`config.mk`:
```
export PLATFORM = sky130hd
export DESIGN_NAME = acc_uart_tx
export DESIGN_NICKNAME = d
export VERILOG_FILES = /design/src/rtl/acc_uart_tx.sv
export SDC_FILE = /design/constraint.sdc
export NUM_CORES = 1
export LEC_CHECK = 0
export BUFFER_PORTS_ARGS = -buffer_cell sky130_fd_sc_hd__buf_2
export CAP_MARGIN = 20
export CORE_ASPECT_RATIO = 0.7
export CORE_MARGIN = 2
export CORE_UTILIZATION = 55
export DETAILED_ROUTE_END_ITERATION = 16
export PLACE_DENSITY = 0.83
export SETUP_SLACK_MARGIN = 0.15
export SLEW_MARGIN = 20
export SYNTH_ARGS = -nofsm -noshare
export SYNTH_HDL_FRONTEND = slang
export SYNTH_SLANG_ARGS = --single-unit
```
`constraint.sdc`:
```
create_clock -name clk -period 3.76 [get_ports clk]
set_input_delay 0.94 -clock clk [delete_from_list [all_inputs] [get_ports clk]]
set_output_delay 0.94 -clock clk [all_outputs]
set_load 0.01 [all_outputs]
```
`src/rtl/acc_uart_tx.sv`:
```
// 8N1 UART transmitter for the accumulator output byte: sends on change (auto_en)
// or on a force pulse, collapsing updates that arrive while a frame is in flight.
module acc_uart_tx #(
    parameter int unsigned CLKS_PER_BIT = 16
) (
    input  logic       clk,
    input  logic       rst,
    input  logic [7:0] acc_in,
    input  logic       auto_en,
    input  logic       force_send,
    output logic       tx,
    output logic       busy,
    output logic [7:0] frame_count
);

    localparam int unsigned CNT_W = $clog2(CLKS_PER_BIT);
    localparam logic [CNT_W-1:0] BAUD_LAST = CNT_W'(CLKS_PER_BIT - 1);

    typedef enum logic [1:0] {
        S_IDLE,
        S_START,
        S_DATA,
        S_STOP
    } state_e;

    state_e           state_q, state_d;
    logic [7:0]       shift_q, shift_d;
    logic [7:0]       last_sent_q, last_sent_d;
    logic [2:0]       bit_cnt_q, bit_cnt_d;
    logic [CNT_W-1:0] baud_q, baud_d;
    logic             force_pend_q, force_pend_d;
    logic             tx_q, tx_d;
    logic             busy_q, busy_d;
    logic [7:0]       frame_cnt_q, frame_cnt_d;

    logic             baud_last;
    logic             trigger;

    assign tx          = tx_q;
    assign busy        = busy_q;
    assign frame_count = frame_cnt_q;

    // State register; reset also aborts any frame in flight
    always_ff @(posedge clk) begin
        if (rst) begin
            state_q      <= S_IDLE;
            shift_q      <= 8'h00;
            last_sent_q  <= 8'h00;
            bit_cnt_q    <= 3'd0;
            baud_q       <= '0;
            force_pend_q <= 1'b0;
            tx_q         <= 1'b1;
            busy_q       <= 1'b0;
            frame_cnt_q  <= 8'h00;
        end else begin
            state_q      <= state_d;
            shift_q      <= shift_d;
            last_sent_q  <= last_sent_d;
            bit_cnt_q    <= bit_cnt_d;
            baud_q       <= baud_d;
            force_pend_q <= force_pend_d;
            tx_q         <= tx_d;
            busy_q       <= busy_d;
            frame_cnt_q  <= frame_cnt_d;
        end
    end

    assign baud_last = (baud_q == BAUD_LAST);
    assign trigger   = force_send | force_pend_q | (auto_en & (acc_in != last_sent_q));

    // Next-state logic; tx_d/busy_d are the line values for the coming cycle
    always_comb begin
        state_d      = state_q;
        shift_d      = shift_q;
        last_sent_d  = last_sent_q;
        bit_cnt_d    = bit_cnt_q;
        baud_d       = baud_q;
        force_pend_d = force_pend_q | force_send;
        tx_d         = tx_q;
        busy_d       = busy_q;
        frame_cnt_d  = frame_cnt_q;

        case (state_q)
            S_IDLE: begin
                tx_d   = 1'b1;
                busy_d = 1'b0;
                if (trigger) begin
                    shift_d      = acc_in;
                    last_sent_d  = acc_in;
                    force_pend_d = 1'b0;
                    baud_d       = '0;
                    tx_d         = 1'b0;
                    busy_d       = 1'b1;
                    state_d      = S_START;
                end
            end
            S_START: begin
                if (baud_last) begin
                    baud_d    = '0;
                    bit_cnt_d = 3'd0;
                    tx_d      = shift_q[0];
                    state_d   = S_DATA;
                end else begin
                    baud_d = baud_q + CNT_W'(1);
                end
            end
            S_DATA: begin
                if (baud_last) begin
                    baud_d = '0;
                    if (bit_cnt_q == 3'd7) begin
                        tx_d    = 1'b1;
                        state_d = S_STOP;
                    end else begin
                        shift_d   = shift_q >> 1;
                        bit_cnt_d = bit_cnt_q + 3'd1;
                        tx_d      = shift_q[1];
                    end
                end else begin
                    baud_d = baud_q + CNT_W'(1);
                end
            end
            S_STOP: begin
                if (baud_last) begin
                    baud_d      = '0;
                    tx_d        = 1'b1;
                    busy_d      = 1'b0;
                    frame_cnt_d = frame_cnt_q + 8'd1;
                    state_d     = S_IDLE;
                end else begin
                    baud_d = baud_q + CNT_W'(1);
                end
            end
            default: begin
                tx_d    = 1'b1;
                busy_d  = 1'b0;
                state_d = S_IDLE;
            end
        endcase
    end

endmodule
```
## Word level (Yosys, flattened, before mapping)

Cells that the tools add are included.

| storage, ports and cells | value |
|---|---|
| output and inout port bits | 10 |
| flip-flop bits (word level) | 36 |
| input bits | 12 |

| operators by class | value |
|---|---|
| multiplexer cells | 28 |
| add/subtract/negate cells | 3 |
| reductions and logical operators | 12 |
| equality and inequality tests | 12 |
| bitwise logic cells | 3 |

Operators by type and width:

| operator | number |
|---|---|
| 8-bit 2-to-1 mux | 3 |
| 8-bit one-hot mux with 2 select lines | 1 |
| 2-bit inequality test (second input constant) | 6 |
| 2-bit 2-to-1 mux | 5 |
| 1-bit 2-to-1 mux | 9 |
| 3-bit 2-to-1 mux | 3 |
| 8-bit by 1-bit adder with 8-bit output (second input constant) | 1 |
| 4-bit 2-to-1 mux | 2 |
| 8-bit inequality test | 1 |
| 2-bit one-hot mux with 4 select lines | 1 |
| 4-bit one-hot mux with 2 select lines | 1 |
| 4-bit AND reduction | 2 |
| 3-bit one-hot mux with 2 select lines | 1 |
| 2-bit AND reduction | 3 |
| 2-bit nonzero test | 3 |
| 5-bit AND reduction | 1 |
| 4-bit by 1-bit adder with 4-bit output (second input constant) | 1 |
| 2-bit == test (second input constant) | 2 |
| 4-bit == test (second input constant) | 1 |
| 1-bit one-hot mux with 4 select lines | 1 |
| 3-bit by 1-bit adder with 3-bit output (second input constant) | 1 |
| 3-bit == test (second input constant) | 1 |
| 3-bit AND reduction | 1 |
| 3-bit OR reduction | 1 |
| 5 further kinds | 6 |

## Logic depth before layout (Yosys ltp)

Gate-level depths: netlist (run 1).

| logic depth | value |
|---|---|
| word-level depth | 5 |
| depth in mapped cells | 9 |
| depth with buffers taken out | 7 |

## Least setup slack after synthesis (run 1)

No wires, ideal clock.

| timing path | value |
|---|---|
| kind | input to register |
| start point | in acc_in[6] |
| end point | reg baud_q[1] |
| arrival time | 1.995 ns |
| stages | 5 |
| slack | 1.691 ns |
| path buffers | 0 |
| required time | 3.686 ns |
| path through | xnor2_1 -> nand4_1 -> o21a_1 -> or4b_1 -> o21ai_0 |

| between the ends | value |
|---|---|
| longest elaborated chain between the ends | 4 |

Ends and longest elaborated chain:

| item | RTL line | text |
|---|---|---|
| from (decl) | 8 | `input logic [7:0] acc_in,` |
| 8-bit inequality test | 69 | `assign trigger = force_send \| force_pend_q \| (auto_en & (acc_in != last_sent_q));` |
| 1-bit bitwise AND | 69 |  |
| 1-bit OR | 69 |  |
| 2-bit inequality test (no line) | -- |  |
| to (signal assigned) | 60 | `baud_q <= baud_d;` |
| to (decl) | 30 | `logic [CNT_W-1:0] baud_q, baud_d;` |

Every way passes these cells.
A chain may end at the register's enable or synchronous reset.

## Worst setup path in the final report (run 1)

| timing path | value |
|---|---|
| start point | reg state_q[0] |
| end point | reg shift_q[7] |

| between the ends | value |
|---|---|
| longest elaborated chain between the ends | 3 |

Ends and longest elaborated chain:

| item | RTL line | text |
|---|---|---|
| from (decl) | 26 | `state_e state_q, state_d;` |
| from (signal assigned) | 56 | `state_q <= state_d;` |
| 2-bit == test or 2-bit zero test (tied branches) | 83 | `case (state_q)` |
| 2-bit inequality test (no line) or 2-bit nonzero test (tied branches) | -- |  |
| 4-bit AND reduction (no line) | -- |  |
| to (signal assigned) | 57 | `shift_q <= shift_d;` |
| to (decl) | 27 | `logic [7:0] shift_q, shift_d;` |

Parallel ways exist; a longest one is shown, timed or not.

==> results.md, run 1 <==
- Status: finished clean
- CP delay by family, top: simple AND/OR/NAND/NOR gates
- Seq/Total Area, Yosys: 37.60%
- CP bufs+invs: 1
- FF-to-FF setup slack: 1280 ps
- Skew-Pair Late Insertion Delay: 290 ps
- Pre-antenna DRT Iters: 4
- Synth top area cells: dfxtp_1 38%, mux2i_1 9.4%, nand2b_1 6.2%
- Vias: 1482
- Period utilisation layout: 66.03%
- PD cells: 594.3 nW/um2
- Pre-CTS setup slack: 1196 ps
- Setup WS post-layout: 1277 ps
- Final GP Congestion: 0.8549
- Final WL: 3.733 mm
- Hold Crit Start: busy
- Yosys reg bits: 36
- FP Rows: 17
- Worst setup startpoint: state_q[0]
- Top_reg_cell synth: dfxtp_1
- Synth area leader: dfxtp_1
- RSZ-0062 raised after global routing: no
- Clock buffer depth: 2
- Die ar.: 3981 um2
- Initial antenna violation count: 0
- WP data required: 3980 ps
- Total GRT Usage: 21.88%
- CP Max Fanout: 18
- Setup crit start kind: register
- N_diodes: 0
- Post-DP HPWL: 2.625 mm
- Mean post-synth cell area: 9.085 um2
- First-pass GRT wire length: 6.299 mm
- Die Span Y: 53.39 um
- Worst-path cell chain: inv_1 > ha_1 > and2b_2 > a31o_4 > nand2_4 > or4b_1 > a21oi_1
- Setup TNS Final: 0 ps
- PostCTS Resize Cnt: 0
- Finished Layout Cells: 277
- Mapped cell area: 1917 um2
- Number of synthesized flops with an enable pin: 0
- Nets: 250
- Worst Max-Slew Pin Slew: 841.0 ps
- Area Overhead vs Synth: 11.23%
- Vias/cell: 5.350
- Hold/Removal Path Class: reg -> reg
- Post-synth cell types: 41
- Clk slew on worst S/H paths: 70 ps
- Max_cap viols: 0
- Max-slew violation count: 0
- WP data arrival: 2700 ps
- FF-to-FF Start: state_q[0]
- Final hold violations: 0
- Placed cells: 269
- Clock root buffer: clkbuf_8
- Initial core utilization: 59.29%
- Final ANT Viol Nets: 0
- Async S/R FF share, synth: 0%
- CTS tree: yes
- Clock Sinks: 36
- Worst Setup End Kind: register
- Crit path kind: reg -> reg
- Post-Syn Nets: 232
- Die X: 74.56 um
- Slew HR: 43.94%
- I/O pins: 22
- CTS Hold Bufs: 0
- Layout cell share with drive strength beyond 1: 17.83%
- Post-Syn Instances: 211
- Hold_ws: 458.7 ps
- Pin count of the biggest net entering global routing: 48
- Core Region: 3233 um2
- Min cycle time layout: 2483 ps
- Commonest cells after routing, fill and taps aside: 36 x dfxtp_1, 21 x buf_2, 19 x nand2b_1
- Commonest non-fill, non-tap cell in the layout: dfxtp_1
- Static Leakage: 0.8501 nW
- Maximum clock frequency: 0.4028 GHz
- Worst stage delay on the critical path: 730 ps
- I/O Buffers: 21
- YS warnings: 0
- Vias in the first global route: 1292
- WL per Instance: 13.48 um
- H-tree depth: 2
- Final setup violation count: 0
- Skew final: 6.783 ps
- Slowest-stage cell, CP: ha_1
- Tot Pwr: 1.267 mW
- Peak supply drop: 0.3705 mV
- Synth top area share: 37.60%
- TritonCTS Buffers: 5
- Post-CTS Setup Inserts: 0
- GRT overflow: 0
- DRT iter0 DRCs: 135
- DRC: 0
## metal layers
layer  wire length [um]  part of all wire [%]  global-route usage, %
met1               1991                    53                  32.10
met2               1487                    40                  28.47
met3                170                   4.6                  5.143
met4                 83                   2.2                  12.50
met5                  0                     0                      0
## stage by stage
stage / util [%] / instance area, um2
global route: 65.94 / 2132
finish: 65.94 / 2132
CTS: 65.94 / 2132
detailed placement: 62.62 / 2024
floorplan: - / 1917
global placement: 62.62 / 2024
## state kept, by name, summed over array words and instances, names as in the netlist
register / cells
last_sent_q: 8
force_pend_q: 1
frame_count: 8
bit_cnt_q: 3
baud_q: 4
tx: 1
busy: 1
shift_q: 8
state_q: 2
## tightest hold or removal path: cells and delay by family (launching register included)
kind / cells / cell delay [ps]
AOI/OAI and AO/OA: 1 / 50
DFF: 1 / 310
and+or+nand+nor: 1 / 60
## final timing paths
path,depth (start not counted),to
max,7,shift_q[7]
min,2,busy
max reg2reg,7,shift_q[7]
min reg2reg,2,busy
## synthesized netlist by cell type (4+ instances only)
cell and n:
xnor2_1 9, nand4_1 7, nand2_1 9, nor2_1 15
mux2i_1 18, nor3_1 4, or3_2 5, nand2b_1 19
xor2_1 6, a21oi_1 17, o21ai_0 14, dfxtp_1 36
ha_1 9
## where the power goes
group,internal (mW),switching [mW],leakage (nW)
Clock,0.197,0.138,0.0552
Combinational,0.185,0.227,0.500
Sequential,0.467,0.0536,0.294
Total,0.848,0.419,0.850
## logic make-up (layout without fill, tap and decap cells)
| kind of cell | after synthesis | after routing | share of synthesized area (%) |
|---|---|---|---|
| multiplexers | 18 | 18 | 9.399 |
| flip-flops | 36 | 36 | 37.60 |
| adder cells (fa/ha/maj) | 9 | 9 | 5.875 |
| buffers and inverters | 14 | 33 | 3.916 |
| XOR/XNOR | 15 | 15 | 6.854 |
| AO/OA/AOI/OAI | 41 | 41 | 12.79 |
| AND/OR/NAND/NOR | 78 | 78 | 23.56 |
## final cells by class
type,instances,area [um2]
Multi-Input combinational cell,161,1121
Fill cell,275,1101
Sequential cell,36,720.7
Timing Repair Buffer,22,112.6
Clock buffer,6,72.57
Tap cell,47,58.81
Clock inverter,2,35.03
Inverter,3,11.26
(Power assumes the default switching activity.)
==> run 2, diff against run 1 <==
CORE_UTILIZATION = 52   (was 55)
PLACE_DENSITY = 0.82   (was 0.83)
clock period = 2.2 ns   (was 3.76 ns; I/O delays follow)
==> results.md, run 2 (synthesis results as in run 1) <==
- Hold/Removal Path Class: reg -> reg
- TritonCTS Buffers: 5
- Worst-path cell chain: ha_1 > ha_1 > and2b_2 > a31o_4 > nand2_4 > or4b_1 > a21oi_1
- Layout cell share with drive strength beyond 1: 21.19%
- Clk slew on worst S/H paths: 70 ps
- Nets: 256
- CP Max Fanout: 16
- Vias/cell: 5.448
- CTS tree: yes
- Critical path's most frequent cell: ha_1
- Final ANT Viol Nets: 0
- Pre-CTS setup slack: 240.4 ps
- Worst setup startpoint: bit_cnt_q[0]
- Pin count of the biggest net entering global routing: 35
- Design Area, Final: 2175 um2
- First-pass GRT wire length: 6.858 mm
- Worst stage delay on the critical path: 490 ps
- WP data required: 2420 ps
- Clock root buffer: clkbuf_8
- Setup crit start kind: register
- Final setup violation count: 0
- Total GRT Usage: 21.25%
- Pre-antenna DRT Iters: 4
- Peak supply drop: 0.5273 mV
- FF-to-FF Start: bit_cnt_q[0]
- GRT overflow: 0
- Max_cap viols: 0
- Top Metal Used: met4
- Skew final: 2.035 ps
- Final hold violations: 0
- I/O Buffers: 21
- Skew-Pair Late Insertion Delay: 280 ps
- Setup WS post-layout: 236.8 ps
- N_diodes: 0
- Final WL: 4.000 mm
- DRC: 0
- Commonest non-fill, non-tap cell in the layout: dfxtp_1
- Core Region: 3536 um2
- H-tree depth: 2
- RSZ-0062 raised after global routing: yes
- Die Span Y: 54.80 um
- Die ar.: 4195 um2
- Final GP Congestion: 0.7856
- Static Leakage: 0.8692 nW
- Setup TNS Final: 0 ps
- Die X: 76.57 um
- Vias: 1558
- Status: finished clean
- Vias in the first global route: 1476
- Clock buffer depth: 2
- Clock Sinks: 36
- Hold_ws: 452.4 ps
- Maximum clock frequency: 0.5094 GHz
- Commonest cells after routing, fill and taps aside: 36 x dfxtp_1, 21 x buf_2, 19 x nand2b_1
- FP Rows: 18
- Slowest-stage cell, CP: or4b_1
- Worst Setup End Kind: register
- CP delay by family, top: simple AND/OR/NAND/NOR gates
- WL met2: 1.837 mm
- Min cycle time layout: 1963 ps
- Area Overhead vs Synth: 13.45%
- I/O pins: 22
- Post-DP HPWL: 2.871 mm
- DRT iter0 DRCs: 78
- Worst Max-Slew Pin Slew: 479.3 ps
- Max-slew violation count: 0
- Placed Area: 2073 um2
- Initial core utilization: 54.21%
- Period utilisation layout: 89.24%
- DR WL met3: 163 um
- Slew HR: 67.22%
- Crit path kind: reg -> reg
- CP bufs+invs: 0
- Initial antenna violation count: 0
- Metal-1 WL: 1.955 mm
- WL per Instance: 13.99 um
- WP data arrival: 2180 ps
- Hold Crit Start: busy
- PD cells: 972.6 nW/um2
[run 2: cell types whose count changed in the layout (fill, tap and decap cells not counted), sizes merged]
cell,before,now
buf,22,28
clkbuf,6,8
bufinv,1,0
clkinv,1,0
[run 2: layout make-up]
type,count,area [um2]
Sequential cell,36,720.7
Multi-Input combinational cell,161,1132
Inverter,3,11.26
Clock buffer,8,90.09
Fill cell,302,1361
Tap cell,50,62.56
Timing Repair Buffer,28,157.7
[run 2: metal layers]
layer	global-route usage, %	vias up
li1	-	791
met1	26.69	737
met2	37.61	25
met3	5.446	5
met4	5.455	0
met5	0	-
[run 2: path summary, 6_finish.rpt]
path	to	slack, ps	depth (start not counted)
worst max-delay path	shift_q[7]	240	7
worst min register to register	busy	450	2
worst min-delay path	busy	450	2
worst max register to register	shift_q[7]	240	7
[run 2: stage by stage]
stage | power, mW | instances | util [%]
4_1_cts | 2.100 | 286 | 61.18
2_1_floorplan | 1.451 | 211 | -
3_3_place_gp | 1.589 | 278 | 58.63
3_5_place_dp | 1.615 | 278 | 58.63
6_report | 2.115 | 286 | 61.50
5_1_grt | 2.249 | 286 | 61.50
[run 2: timing repair]
action	CTS	global route
hold buffers	0	0
endpoints found under the setup margin	0	6
gates resized for setup	0	4
setup buffers	0	0
[run 2: report_power, final]
part / switching (mW) / leakage (nW) / total, mW / internal, mW
registers: 0.0947 / 0.294 / 0.892 / 0.797
clock network: 0.228 / 0.0455 / 0.484 / 0.255
logic: 0.398 / 0.529 / 0.739 / 0.341
total: 0.722 / 0.869 / 2.11 / 1.39
[run 2: worst min-delay path, delay by kind of cell, from the launching register on]
family / cells / cell delay, ps
AO/OA/AOI/OAI: 1 / 50
flip-flops: 1 / 310
AND/OR/NAND/NOR: 1 / 50
